<file path="config.mk">
export PLATFORM = sky130hd
export DESIGN_NAME = uart_core
export DESIGN_NICKNAME = d
export VERILOG_FILES = /design/src/rtl/uart_core.sv
export SDC_FILE = /design/constraint.sdc
export NUM_CORES = 1
export LEC_CHECK = 0
export BUFFER_PORTS_ARGS = -buffer_cell sky130_fd_sc_hd__buf_2
export CAP_MARGIN = 20
export CELL_PAD_IN_SITES_DETAIL_PLACEMENT = 0
export CELL_PAD_IN_SITES_GLOBAL_PLACEMENT = 1
export CORE_ASPECT_RATIO = 0.8
export CORE_MARGIN = 2
export CORE_UTILIZATION = 53
export CTS_CLUSTER_DIAMETER = 80
export DETAILED_ROUTE_END_ITERATION = 8
export PLACE_DENSITY = 0.91
export SLEW_MARGIN = 15
export SYNTH_ARGS = -nofsm -noshare
export SYNTH_HDL_FRONTEND = slang
export SYNTH_SLANG_ARGS = --single-unit
</file>
<file path="constraint.sdc">
create_clock -name i_clk -period 4.45 [get_ports i_clk]
set_input_delay 0.445 -clock i_clk [delete_from_list [all_inputs] [get_ports i_clk]]
set_output_delay 0.445 -clock i_clk [all_outputs]
set_load 0.005 [all_outputs]
</file>
<file path="src/rtl/uart_core.sv">
// Full-duplex UART: parametrised TX/RX framing, RX error flags and show-ahead RX FIFO.
// One clock domain; i_rx is synchronised internally.
module uart_core #(
  parameter int ClockFrequency = 15_000_000,
  parameter int BaudRate       = 115200,
  parameter int DataBits       = 8,
  parameter int ParityMode     = 0,
  parameter int StopBits       = 1,
  parameter int RxSyncStages   = 2,
  parameter int RxFifoDepth    = 4
) (
  input  logic                               i_clk,
  input  logic                               i_rst,
  input  logic                               i_tx_valid,
  output logic                               o_tx_ready,
  input  logic [DataBits-1:0]                i_tx_data,
  output logic                               o_tx,
  output logic                               o_tx_busy,
  input  logic                               i_rx,
  output logic                               o_rx_valid,
  input  logic                               i_rx_ready,
  output logic [DataBits-1:0]                o_rx_data,
  output logic                               o_rx_parity_err,
  output logic                               o_rx_frame_err,
  output logic                               o_overrun,
  input  logic                               i_clear_err,
  output logic [$clog2(RxFifoDepth+1)-1:0]   o_rx_count
);

  localparam int Div = ClockFrequency / BaudRate;
  localparam int TW  = $clog2(Div);
  localparam int AW  = $clog2(RxFifoDepth);
  localparam int CW  = $clog2(RxFifoDepth + 1);
  localparam int EW  = DataBits + 2;
  localparam bit HasParity = (ParityMode != 0);
  localparam bit ParOdd    = (ParityMode == 2);
  localparam logic [TW-1:0] DivLast  = TW'(Div - 1);
  localparam logic [TW-1:0] HalfLast = TW'(Div / 2 - 1);
  localparam logic [3:0]    LastData = 4'(DataBits - 1);
  localparam logic [3:0]    LastStop = 4'(StopBits - 1);
  localparam logic [CW-1:0] Full     = CW'(RxFifoDepth);

  typedef enum logic [2:0] {
    S_IDLE, S_START, S_DATA, S_PARITY, S_STOP
  } state_t;

  // ---------------- TX ----------------
  state_t              tx_state;
  logic [TW-1:0]       tx_cnt;
  logic [3:0]          tx_bit;
  logic [DataBits-1:0] tx_sh;
  logic                tx_par;
  logic                tx_q;
  logic                tx_end;

  assign o_tx_ready = (tx_state == S_IDLE);
  assign o_tx_busy  = !o_tx_ready;
  assign o_tx       = tx_q;
  assign tx_end     = (tx_cnt == DivLast);

  always_ff @(posedge i_clk or posedge i_rst) begin
    if (i_rst) begin
      tx_state <= S_IDLE;
      tx_cnt   <= '0;
      tx_bit   <= '0;
      tx_sh    <= '0;
      tx_par   <= 1'b0;
      tx_q     <= 1'b1;
    end else begin
      if (tx_state != S_IDLE)
        tx_cnt <= tx_end ? '0 : tx_cnt + 1'b1;
      unique case (tx_state)
        S_IDLE: if (i_tx_valid) begin
          tx_state <= S_START;
          tx_q     <= 1'b0;
          tx_sh    <= i_tx_data;
          tx_par   <= ParOdd ^ (^i_tx_data);
          tx_cnt   <= '0;
        end
        S_START: if (tx_end) begin
          tx_state <= S_DATA;
          tx_q     <= tx_sh[0];
          tx_bit   <= '0;
        end
        S_DATA: if (tx_end) begin
          if (tx_bit == LastData) begin
            tx_bit <= '0;
            if (HasParity) begin
              tx_state <= S_PARITY;
              tx_q     <= tx_par;
            end else begin
              tx_state <= S_STOP;
              tx_q     <= 1'b1;
            end
          end else begin
            tx_bit <= tx_bit + 1'b1;
            tx_sh  <= tx_sh >> 1;
            tx_q   <= tx_sh[1];
          end
        end
        S_PARITY: if (tx_end) begin
          tx_state <= S_STOP;
          tx_q     <= 1'b1;
          tx_bit   <= '0;
        end
        S_STOP: if (tx_end) begin
          if (tx_bit == LastStop) tx_state <= S_IDLE;
          else tx_bit <= tx_bit + 1'b1;
        end
        default: tx_state <= S_IDLE;
      endcase
    end
  end

  // ---------------- RX ----------------
  logic [RxSyncStages-1:0] rx_sync;
  logic                    rx_s;
  logic                    rx_prev;
  state_t                  rx_state;
  logic [TW-1:0]           rx_cnt;
  logic [3:0]              rx_bit;
  logic [DataBits-1:0]     rx_sh;
  logic                    rx_perr;
  logic                    rx_ferr;
  logic                    rx_end;
  logic                    push;
  logic [EW-1:0]           push_entry;

  assign rx_s       = rx_sync[RxSyncStages-1];
  assign rx_end     = (rx_cnt == DivLast);
  assign push       = (rx_state == S_STOP) && rx_end && (rx_bit == LastStop);
  assign push_entry = {rx_ferr | !rx_s, rx_perr, rx_sh};

  always_ff @(posedge i_clk or posedge i_rst) begin
    if (i_rst) begin
      rx_sync  <= '1;
      rx_prev  <= 1'b1;
      rx_state <= S_IDLE;
      rx_cnt   <= '0;
      rx_bit   <= '0;
      rx_sh    <= '0;
      rx_perr  <= 1'b0;
      rx_ferr  <= 1'b0;
    end else begin
      rx_sync <= {rx_sync[RxSyncStages-2:0], i_rx};
      rx_prev <= rx_s;
      if (rx_state != S_IDLE)
        rx_cnt <= rx_end ? '0 : rx_cnt + 1'b1;
      unique case (rx_state)
        // Edge-triggered start: a held-low line cannot retrigger.
        S_IDLE: if (rx_prev && !rx_s) begin
          rx_state <= S_START;
          rx_cnt   <= '0;
          rx_perr  <= 1'b0;
          rx_ferr  <= 1'b0;
        end
        S_START: if (rx_cnt == HalfLast) begin
          rx_cnt   <= '0;
          rx_bit   <= '0;
          rx_state <= rx_s ? S_IDLE : S_DATA;
        end
        S_DATA: if (rx_end) begin
          rx_sh <= {rx_s, rx_sh[DataBits-1:1]};
          if (rx_bit == LastData) begin
            rx_bit   <= '0;
            rx_state <= HasParity ? S_PARITY : S_STOP;
          end else begin
            rx_bit <= rx_bit + 1'b1;
          end
        end
        S_PARITY: if (rx_end) begin
          rx_perr  <= rx_s ^ ParOdd ^ (^rx_sh);
          rx_state <= S_STOP;
        end
        S_STOP: if (rx_end) begin
          rx_ferr <= rx_ferr | !rx_s;
          if (rx_bit == LastStop) rx_state <= S_IDLE;
          else rx_bit <= rx_bit + 1'b1;
        end
        default: rx_state <= S_IDLE;
      endcase
    end
  end

  // ---------------- RX FIFO ----------------
  logic [EW-1:0]   mem [RxFifoDepth];
  logic [AW-1:0]   wptr;
  logic [AW-1:0]   rptr;
  logic [CW-1:0]   count;
  logic            pop;
  logic            push_ok;
  logic [EW-1:0]   head;

  assign o_rx_valid = (count != '0);
  assign pop        = o_rx_valid && i_rx_ready;
  assign push_ok    = push && ((count != Full) || pop);
  assign head       = o_rx_valid ? mem[rptr] : '0;
  assign o_rx_data       = head[DataBits-1:0];
  assign o_rx_parity_err = head[DataBits];
  assign o_rx_frame_err  = head[DataBits+1];
  assign o_rx_count      = count;

  always_ff @(posedge i_clk) begin
    if (push_ok) mem[wptr] <= push_entry;
  end

  always_ff @(posedge i_clk or posedge i_rst) begin
    if (i_rst) begin
      wptr      <= '0;
      rptr      <= '0;
      count     <= '0;
      o_overrun <= 1'b0;
    end else begin
      if (push_ok) wptr <= wptr + 1'b1;
      if (pop)     rptr <= rptr + 1'b1;
      count <= count + CW'(push_ok) - CW'(pop);
      if (push && !push_ok) o_overrun <= 1'b1;
      else if (i_clear_err) o_overrun <= 1'b0;
    end
  end

endmodule

</file>
; ---- Word-level counts from Yosys, hierarchy flattened
; Memories as Yosys holds them, arrays and structs flattened.
; Index checks and enable logic that the tools add are counted.
[word_totals]
n_memories = 1
word_cells = 153
regBits = 60
inputBits = 14
out_inout_bits = 18
ram_bits = 40
[classes]
eq_ne = 32
n_mux = 58
n_reduce_logical = 35
n_bitwise = 2
n_addsub = 8
[mem_list]
columns = memory, depth, width, rd, rd_ports_with_merged_regs, wr, line_no
row1 = mem, 4, 10, 1, 0, 1, 186  ; logic [EW-1:0] mem [RxFifoDepth];
[op_table]
columns = operator, count
row1 = two-way mux 8 bit, 11
row2 = two-way mux 3 bit, 14
row3 = two-way mux 4 bit, 10
row4 = != test 2 bit (second input constant), 16
row5 = one-hot mux 8 bit (2 select lines), 2
row6 = one-hot mux 3 bit (5 select lines), 2
row7 = one-hot mux 4 bit (3 select lines), 2
row8 = adder 8 x 1 -> 8 bit (second input constant), 2
row9 = == test 8 bit (second input constant), 2
row10 = AND reduction 5 bit, 3
row11 = nonzero test 3 bit, 5
row12 = AND reduction 7 bit, 2
row13 = == test 3 x 2 -> 1 bit (second input constant), 4
row14 = two-way mux 1 bit, 12
row15 = two-way mux 10 bit, 1
row16 = adder 4 x 1 -> 4 bit (second input constant), 2
row17 = == test 4 x 3 -> 1 bit (second input constant), 2
row18 = == test 8 x 7 -> 1 bit (second input constant), 1
row19 = logical NOT 4 bit, 2
row20 = nonzero test 2 bit, 4
row21 = parity 8 bit, 1
row22 = == test 3 x 1 -> 1 bit (second input constant), 2
row23 = == test 3 bit (second input constant), 2
row24 = logical AND 1 bit, 6
row25 = other kinds (18), 25

; ---- Depth between registers and ports, before layout
; Gate-level depths: netlist (run 1).
[depth]
depth_word = 7
depth_mapped = 14
depth_no_buf = 13

; ---- Worst setup path after synthesis (run 1)
; Ideal clock, no wire load.
[synth_timing]
kind = register -> register
startpoint = register rx_bit[0]
endpoint = register count[2], in the netlist o_rx_count[2]
setup_time_ps = 126
setup_slack_ps = 1841
path_stages_with_launch = 14
arrival_time_ps = 2482
period_less_slack_ps = 2609
t_required_ps = 4324
path_buffers = 0
cell_sequence = dfrtp_1 inv_1 ha_1 nor3b_1 nand4_1 and2b_4 inv_1 ha_1 inv_1 ha_1 inv_1 fa_1 xnor2_1 xnor2_1
[synth_between]
elab_chain_len = 5
[synth_rtl]
columns = element, line_no
row1 = start: declaration, 121  ; logic [3:0] rx_bit;
row2 = start signal: assignment, 168  ; rx_bit <= rx_bit + 1'b1;
row3 = start signal: assignment, 178  ; else rx_bit <= rx_bit + 1'b1;
row4 = logical NOT 4 bit, 131  ; assign push = (rx_state == S_STOP) && rx_end && (rx_bit == LastStop);
row5 = logical AND 1 bit, 131
row6 = logical AND 1 bit, 196  ; assign push_ok = push && ((count != Full) || pop);
row7 = adder 3 x 1 -> 3 bit, 216  ; count <= count + CW'(push_ok) - CW'(pop);
row8 = subtractor 3 x 1 -> 3 bit, 216
row9 = end signal: assignment, 216
row10 = end: declaration, 189  ; logic [CW-1:0] count;
; No other way between the ends.
; A chain may end at the register's enable or synchronous reset.

; ---- Final worst setup path (run 1)
[layout_timing]
startpoint = register rx_cnt[5]
endpoint = register count[2], in the netlist o_rx_count[2]
[layout_between]
elab_chain_len = 6
[layout_rtl]
columns = element, line_no
row1 = start: declaration, 120  ; logic [TW-1:0] rx_cnt;
row2 = start signal: assignment, 148  ; rx_cnt <= rx_end ? '0 : rx_cnt + 1'b1;
row3 = == test 8 bit, 130  ; assign rx_end = (rx_cnt == DivLast);
row4 = logical AND 1 bit (2 in series), 131
row5 = logical AND 1 bit, 196
row6 = adder 3 x 1 -> 3 bit, 216
row7 = subtractor 3 x 1 -> 3 bit, 216
; No other way between the ends.

==> results of run 1 <==
per-stage QoR:
stage | hold WS (ns) | area (um2) | std cells | util [%] | setup WS (ns)
global placement | 0.346 | 5160 | 525 | 57.1 | 1.63
detailed placement | 0.349 | 5160 | 525 | 57.1 | 1.60
floorplan | 0.345 | 4910 | 389 | - | 1.84
global route | 0.183 | 5450 | 541 | 60.3 | 1.35
CTS | 0.163 | 5450 | 541 | 60.3 | 1.57
finish | 0.142 | 5450 | 541 | 60.3 | 1.56
sequential cells by signal, summed over array words and instances (netlist names):
| name | flops |
|---|---|
| tx_state | 3 |
| o_rx_count | 3 |
| rx_sync | 2 |
| rx_perr | 1 |
| rx_cnt | 8 |
| rx_ferr | 1 |
| rptr | 2 |
| rx_bit | 4 |
| rx_sh | 8 |
| o_overrun | 1 |
| rx_prev | 1 |
| tx_cnt | 8 |
| mem | 40 |
| o_tx | 1 |
| tx_bit | 4 |
| rx_state | 3 |
| tx_sh | 8 |
| wptr | 2 |
worst reg2reg max path, cell delays in order (launching register included):
cell	delay, ns
dfrtp_1	0.45
nor4_4	0.60
nand4_1	0.20
and2b_4	0.34
inv_1	0.05
ha_1	0.26
inv_1	0.05
ha_1	0.12
inv_1	0.05
fa_1	0.37
xnor2_1	0.18
xnor2_1	0.14
synth_stat cells, types with 7 or more instances:
| library cell | count | share of area (%) |
|---|---|---|
| edfxtp_1 | 40 | 24 |
| xnor2_1 | 16 | 2.9 |
| or3_1 | 8 | 1.0 |
| dfrtp_1 | 56 | 29 |
| nand2b_1 | 7 | 0.89 |
| nor3_1 | 8 | 0.82 |
| nand2_1 | 18 | 1.4 |
| inv_1 | 23 | 1.8 |
| nand3_1 | 11 | 1.1 |
| ha_1 | 15 | 3.8 |
| o21ai_0 | 12 | 1.2 |
| and2_1 | 18 | 2.3 |
| mux4_2 | 10 | 4.6 |
| a21oi_1 | 11 | 1.1 |
| nor2_1 | 21 | 1.6 |
| mux2_2 | 25 | 5.7 |
metal layers:
metal	track usage, %	vias up	share of wire (%)	routed length, um
met5	0	-	0	0
met4	6.58	0	1.8	153
met3	4.45	15	3.3	285
met2	29.0	61	47	4130
met1	26.3	1511	48	4140
li1	-	1482	-	-
logic make-up (layout without fill, tap and decap cells):
logic type                 count (synthesis)  count (layout)  share of synthesized area [%]
muxes                                     37              37                           10.7
adders and majority gates                 16              16                           4.23
and+or+nand+nor                          125             125                           15.2
DFF                                      100             100                           55.2
AOI/OAI and AO/OA                         55              55                           7.60
buffers and inverters                     34              71                           2.85
xor gates and xnor gates                  22              22                           4.21
layout by cell type (no fill, tap or decap), drive strengths merged, types with 5 or more instances in the layout:
master and n:
and2 18, o21ai 14, buf 32, inv 25
or3 8, nand2b 7, edfxtp 40, clkbuf 10
mux2 25, nor3 10, mux4 10, nand3 12
nand2 18, a21oi 11, dfrtp 56, ha 15
xnor2 16, nor2 21, xor2 5
worst paths after layout:
path | depth (start not counted) | end | slack [ns] | from
max in group asynchronous | 3 | rx_prev | 3.43 | i_rst
min reg2reg | 0 | rx_sync[1] | 0.36 | rx_sync[0]
min | 2 | tx_sh[4] | 0.14 | i_rst
max reg2reg | 11 | o_rx_count[2] | 1.56 | rx_cnt[5]
max | 11 | o_rx_count[2] | 1.56 | rx_cnt[5]
min in group i_clk | 1 | rx_sync[0] | 0.20 | i_rx
power by group through the flow:
stage / clock network [uW] / logic, uW / registers, uW
5_1_grt: 803 / 347 / 1140
2_1_floorplan: 0 / 276 / 1090
6_report: 745 / 309 / 1130
3_3_place_gp: 0 / 301 / 1140
3_5_place_dp: 0 / 311 / 1150
4_1_cts: 765 / 313 / 1130
area by class of cell:
| cell class | count | share of cell area [%] |
|---|---|---|
| clock buffer | 10 | 4.20 |
| tap | 115 | 2.64 |
| inverter | 23 | 1.58 |
| timing repair buffer | 32 | 2.98 |
| clock inverter | 6 | 1.10 |
| multi-input combinational | 255 | 37.8 |
| sequential | 100 | 49.7 |
==> flow_results.org, run 1 <==
** Floorplan
- The floorplan has 31 rows.
- Measured along the x axis, the die boundary spans 112 um.
- From bottom edge to top edge, the die measures approximately 90 um.
- Num ports :: 32
- Area enclosed by the die boundary :: 10,100 um2
- Once the floorplan was initialized, standard cells occupied 54.3% of the core.
- Core region area :: 9040 um2

** Routing
- The pre-antenna-repair detailed-routing pass consisted of 4 iterations.
- Dividing the detail-routed wire length by the instance count gives around 16 um.
- The count of nets left with antenna violations once routing finished came out at 0.
- Overall via count from detail_route :: 3,069
- Drt initial violations :: roughly 210
- Dividing the detail-routed via count by the number of cells gives 5.67.
- For this block, the routed nets add up to 8700 um of wire.
- Remaining routing DRC violations :: 0

** Yosys
- Of the synthesized area, sequential elements account for between 50 and 60%.
- Post-Synthesis Net Count :: about 420
- Gate count of the mapped netlist :: 389
- Synth warn :: 0
- Count of cell types in the netlist :: 59
- Dominant synthesized flop cell :: dfrtp_1
- Averaged over all synthesized cells, the footprint is roughly 13 um2.
- The mapped netlist covers 4910 um2.
- Flip-flop and latch count after synthesis :: 100
- Number of enable flip-flop cells after synthesis :: 40
- Fraction of registers with async set or reset after synthesis :: roughly 60%

** Global routing
- Number of antenna violations at the first check in global routing :: 0
- The first global-routing pass estimated approximately 15,000 um of wire.
- Gr ovfl total :: 0
- Global routing consumed, over all layers together, 18.7% of the routing resources.
- Entering global routing, the biggest net connects 35 pins.
- The number of global-route vias before repair was 3,066.

** STA
- For this run, the top clock speed supported by timing is 0.346 GHz.
- Final critical delay including setup and external delays :: 2.89 ns
- Final setup violation count :: 0
- Worst slew pin tran :: 0.788 ns
- The total count of max-transition violations in the final report came to 0.
- Measured against its own limit, the worst slew margin works out to 46.8%.
- Clk_skew :: 0.00653 ns
- Final hold violation count :: 0
- Setup TNS :: 0 ns
- Setup repair after global routing missed its margin :: no
- Of the available clock period, the critical path in the final layout requires 65.0%.

** Power
- Relative contribution of combinational cells to total power :: 14.1%
- Sequential cells account for 51.7% of the total power.
- Clock power share :: 34.2%
- Internal power comes to 1560 uW.
- Summed over all cells, the static leakage comes to 0.00232 uW.
- The completed layout was analyzed and its total power is 2180 uW.
- Summed over all nets, the switching power comes to 617 uW.
- In this run switching power makes up 28.3% of total power.
- Maximum vdd ir drop :: 0.000237 V
- For this design the ratio of total power to cell area is between 400 and 500 nW/um2.

** Status
- Status :: complete, no violations

** Layout
- Multi-input gate area in the final layout :: 2060 um2
- The area growth from synthesis to layout is 11.0%.
- Share of cells above drive strength 1 :: 24.2%
- Area taken by flip-flops and latches :: roughly 2700 um2
- Antenna Diode Count :: 0
- After the last flow step, the layout net total stands at 451.
- Total of fill cells in the finished design :: 727

** Critical path
- Traced cell by cell, the critical path runs through nor4_4, nand4_1, and2b_4, inv_1, ha_1, inv_1, ha_1, inv_1, fa_1, xnor2_1, xnor2_1.
- Endpoint kind of the worst setup timing path :: flop
- At the worst endpoint, the required time is roughly 4.7 ns.
- STA classifies the critical path startpoint as a flop.
- Data on the critical path arrives at its endpoint at between 3 and 4 ns.
- Number of buffers and inverters on the critical path :: 3
- Peak fanout along the critical path :: 10
- In this design, the stage delay of the slowest critical-path cell is 0.60 ns.
- Cell type of the slowest stage on the worst timing path :: nor4_4
- The critical path is of the reg2reg type.
- Critical path's top delay family :: simple AND/OR/NAND/NOR gates
- Cell with the most instances on the worst path :: inv_1

** Worst hold path
- Worst hold path type :: in2async

** Clocking
- For this design, the sink count on the clock tree is 100.
- Counting the buffers created by CTS gives 9.
- Root cell of the clock tree :: clkbuf_16
- Clock tree from TritonCTS :: yes
- After clock tree synthesis, the setup repair step added 0 buffers.
- After clock tree synthesis, the flow added hold-fix buffers numbering 0.
- Number of H-tree branching levels :: 3
- The clock passes through at most 2 buffers.
- Clock latency on the worst-skew pair, taken at its later pin, is approximately 0.35 ns.
- The number of gates resized after CTS was 0.
- Clock transition at path regs :: 0.07 ns

** Place
- GP Congestion :: 0.829
- Detailed-placement wirelength estimate :: approximately 6000 um
- Number of port buffers :: 31

** Flow run
- Max cap viols :: 0
Power figures use the tool's default switching activity.
==> inputs of run 2 (changes only) <==
--- a/config.mk
+++ b/config.mk
@@ -11,10 +11,10 @@
 export CELL_PAD_IN_SITES_GLOBAL_PLACEMENT = 1
 export CORE_ASPECT_RATIO = 0.8
 export CORE_MARGIN = 2
-export CORE_UTILIZATION = 53
+export CORE_UTILIZATION = 50
 export CTS_CLUSTER_DIAMETER = 80
 export DETAILED_ROUTE_END_ITERATION = 8
-export PLACE_DENSITY = 0.91
+export PLACE_DENSITY = 0.87
 export SLEW_MARGIN = 15
 export SYNTH_ARGS = -nofsm -noshare
 export SYNTH_HDL_FRONTEND = slang
==> constraint.sdc (replaced) <==
create_clock -name i_clk -period 2.8 [get_ports i_clk]
set_input_delay 0.28 -clock i_clk [delete_from_list [all_inputs] [get_ports i_clk]]
set_output_delay 0.28 -clock i_clk [all_outputs]
set_load 0.005 [all_outputs]
==> flow_results.org, run 2 (synthesis gave the netlist of run 1 again) <==
** Clocking
- Number of buffers inserted during clock tree synthesis :: 9 (unchanged)
- The clock net sink count came to 100 (unchanged).
- Number of H-tree branching levels :: 3 (unchanged)
- Clock transition at path regs :: 0.07 ns (about the same)
- Count of hold-fix buffers inserted at cts :: 0 (unchanged)
- The maximum buffer depth of the clock tree is 2 (unchanged).
- The latest clock arrival within the worst-skew pair came to 0.35 ns (about the same).
- Clock tree from TritonCTS :: yes (unchanged)
- The master cell of the clock root buffer is clkbuf_16 (unchanged).

** Floorplan
- The initial core utilization is 51.1% (was 54.3%).
- Chip Height :: 92.6 um (was 90.1 um)
- Horizontal extent of the die :: 115 um (was 112 um)
- The row count is 32 (was 31).
- Num ports :: 32 (unchanged)
- Area enclosed by the die boundary :: 10,600 um2 (was 10,100 um2)
- Core region area :: 9610 um2 (was 9040 um2)

** Power
- The peak ir drop on the vdd network is 0.000320 V (was 0.000237 V).
- Clock power share :: 33.8% (was 34.2%)
- Sequential share of power :: 51.2% (was 51.7%)
- The part of the power in combinational logic was 15.0% (was 14.1%).
- The switching power came to 973 uW (was 617 uW).
- The net switching fraction of the power is 28.0% (was 28.3%).
- Power per cell area :: 627 nW/um2 (was 400 nW/um2)
- The reported leakage power came to 0.00238 uW (was 0.00232 uW).
- The internal power component is 2500 uW (was 1560 uW).

** STA
- Slew Viols, Final :: 0 (unchanged)
- The post-route minimum period came to 2.59 ns (was 2.89 ns).
- The portion of the clock cycle consumed by the worst path in the final layout came to 92.6% (was 65.0%).
- The maximum clock rate came to 0.386 GHz (was 0.346 GHz).
- The final-report hold violation count was 0 (unchanged).
- Relative max-transition margin :: 44.5% (was 46.8%)
- Worst slew pin tran :: 0.823 ns (was 0.788 ns)
- Setup TNS :: 0 ns (unchanged)
- The count of final setup violators was 0 (unchanged).
- Clk_skew :: 0.0146 ns (was 0.00653 ns)

** Layout
- Share of cells above drive strength 1 :: 26.7% (was 24.2%)
- Post-Route Utilization :: 57.7% (was 60.3%)
- Top library cells by usage in the layout, fill and taps aside: dfrtp_1 (56), edfxtp_1 (40), buf_2 (31), mux2_2 (25), inv_1 (22) (unchanged).
- Largest register FFs :: 40 (unchanged)
- Top reg by flops :: mem (unchanged)
- Area growth, synth to finish :: 12.9% (was 11.0%)
- The net count reported at finish is 463 (was 451).
- The antenna diode instance count came to 0 (unchanged).
- Most common cell after layout, fill and taps aside :: dfrtp_1 (unchanged)

** Routing
- The final wirelength was 8820 um (was 8700 um).
- Detailed-routing iteration count for the pre-antenna-repair pass :: 4 (unchanged)
- The vias per cell was 5.56 (was 5.67).
- The remaining number of nets flagged by the antenna check after routing was 0 (unchanged).
- The average detailed-routed wire length per instance came to 15.8 um (was 16.1 um).
- The remaining routing DRC violations came to 0 (unchanged).
- The total via count in the routed design came to 3,099 (was 3,069).
- The DRC violation total after the first TritonRoute iteration came to 164 (was 207).

** Global routing
- Wire length of the first global-routing pass :: 14,900 um (was 15,000 um)
- The initial antenna violation count came to 0 (unchanged).
- Maximum number of pins on one net before global-route repair :: 31 (was 35)
- The total routing usage reported by global routing came to 18.1% (was 18.7%).
- Gr ovfl total :: 0 (unchanged)
- The number of global-route vias before repair was 3,096 (was 3,066).

** Place
- The global placement routability congestion came to 0.795 (was 0.829).
- The sum of net half-perimeters after detailed placement is 6220 um (was 5960 um).
- Number of port buffers :: 31 (unchanged)

** Critical path
- Critical Path RT :: 3.06 ns (was 4.72 ns)
- Data arrival time of the worst path :: 2.86 ns (was 3.16 ns)
- Peak fanout along the critical path :: 5 (was 10)
- The startpoint-to-endpoint class of the critical path is reg2reg (unchanged).
- Endpoint kind of the worst setup timing path :: flop (unchanged)
- The depth of the worst register-to-register path was 10 (was 11).
- The startpoint kind of the worst setup timing path is a flop (unchanged).

** Flow run
- The reported max-cap violation count is 0 (unchanged).

** Worst hold path
- Worst hold path type :: in2async (unchanged)

** Status
- Status: complete, no violations (unchanged).
run 2: power groups by stage:
stage	registers (uW)	logic (uW)	clock network, uW
3_5_place_dp	1810	530	0
5_1_grt	1810	590	1260
4_1_cts	1780	532	1210
6_report	1780	522	1180
2_1_floorplan	1730	438	0
3_3_place_gp	1810	513	0
run 2: cell type report:
type,instances,area [um2]
flip-flops and latches,100,2710
fillers,792,4070
repair buffers,44,253
inverters,23,86.3
clock inverters,7,56.3
multi-input cells,255,2070
clock buffers,9,225
well taps,119,149
run 2: worst paths after layout:
kind | start | to | slack [ns]
worst max register to register | o_rx_count[1] | o_rx_count[2] | 0.21
worst max-delay path | o_rx_count[1] | o_rx_count[2] | 0.21
min in group i_clk | i_rx | rx_sync[0] | 0.04
max in group asynchronous | i_rst | rptr[1] | 2.07
worst min-delay path | i_rst | tx_cnt[4] | 0.007
worst min register to register | rx_sync[0] | rx_sync[1] | 0.35
run 2: metal layers:
| metal | wire length (um) | GRT usage [%] | up-vias | share of wire, % |
|---|---|---|---|---|
| met3 | 313 | 5.37 | 4 | 3.5 |
| met5 | 0 | 0 | - | 0 |
| li1 | - | - | 1496 | - |
| met4 | 54 | 3.92 | 0 | 0.61 |
| met1 | 4270 | 24.3 | 1553 | 48 |
| met2 | 4180 | 29.3 | 46 | 47 |
run 2: critical path, cell delays in order (launching register included):
cell     delay (ns)
dfrtp_1        0.44
or4b_2         0.71
and2b_4        0.19
inv_1          0.05
ha_1           0.21
inv_1          0.05
ha_1           0.12
inv_1          0.05
fa_1           0.37
xnor2_1        0.18
xnor2_1        0.14
run 2: per-stage QoR:
step	area, um2	hold WS (ns)	instances	power (uW)	setup WS (ns)
after detailed placement	5260	0.350	541	2340	0.154
final	5540	0.00725	557	3480	0.207
after global routing	5540	0.0291	557	3660	-0.000346
after global placement	5260	0.347	541	2320	0.228
after CTS	5540	0.0252	557	3520	0.140
after floorplan	4910	0.284	389	2170	0.192
run 2: what timing repair did:
action / 4_1_cts / 5_1_grt
setup buffers: 0 / 0
endpoints found under the hold margin: 0 / 0
setup endpoints to repair: 0 / 1
resized for setup: 0 / 1
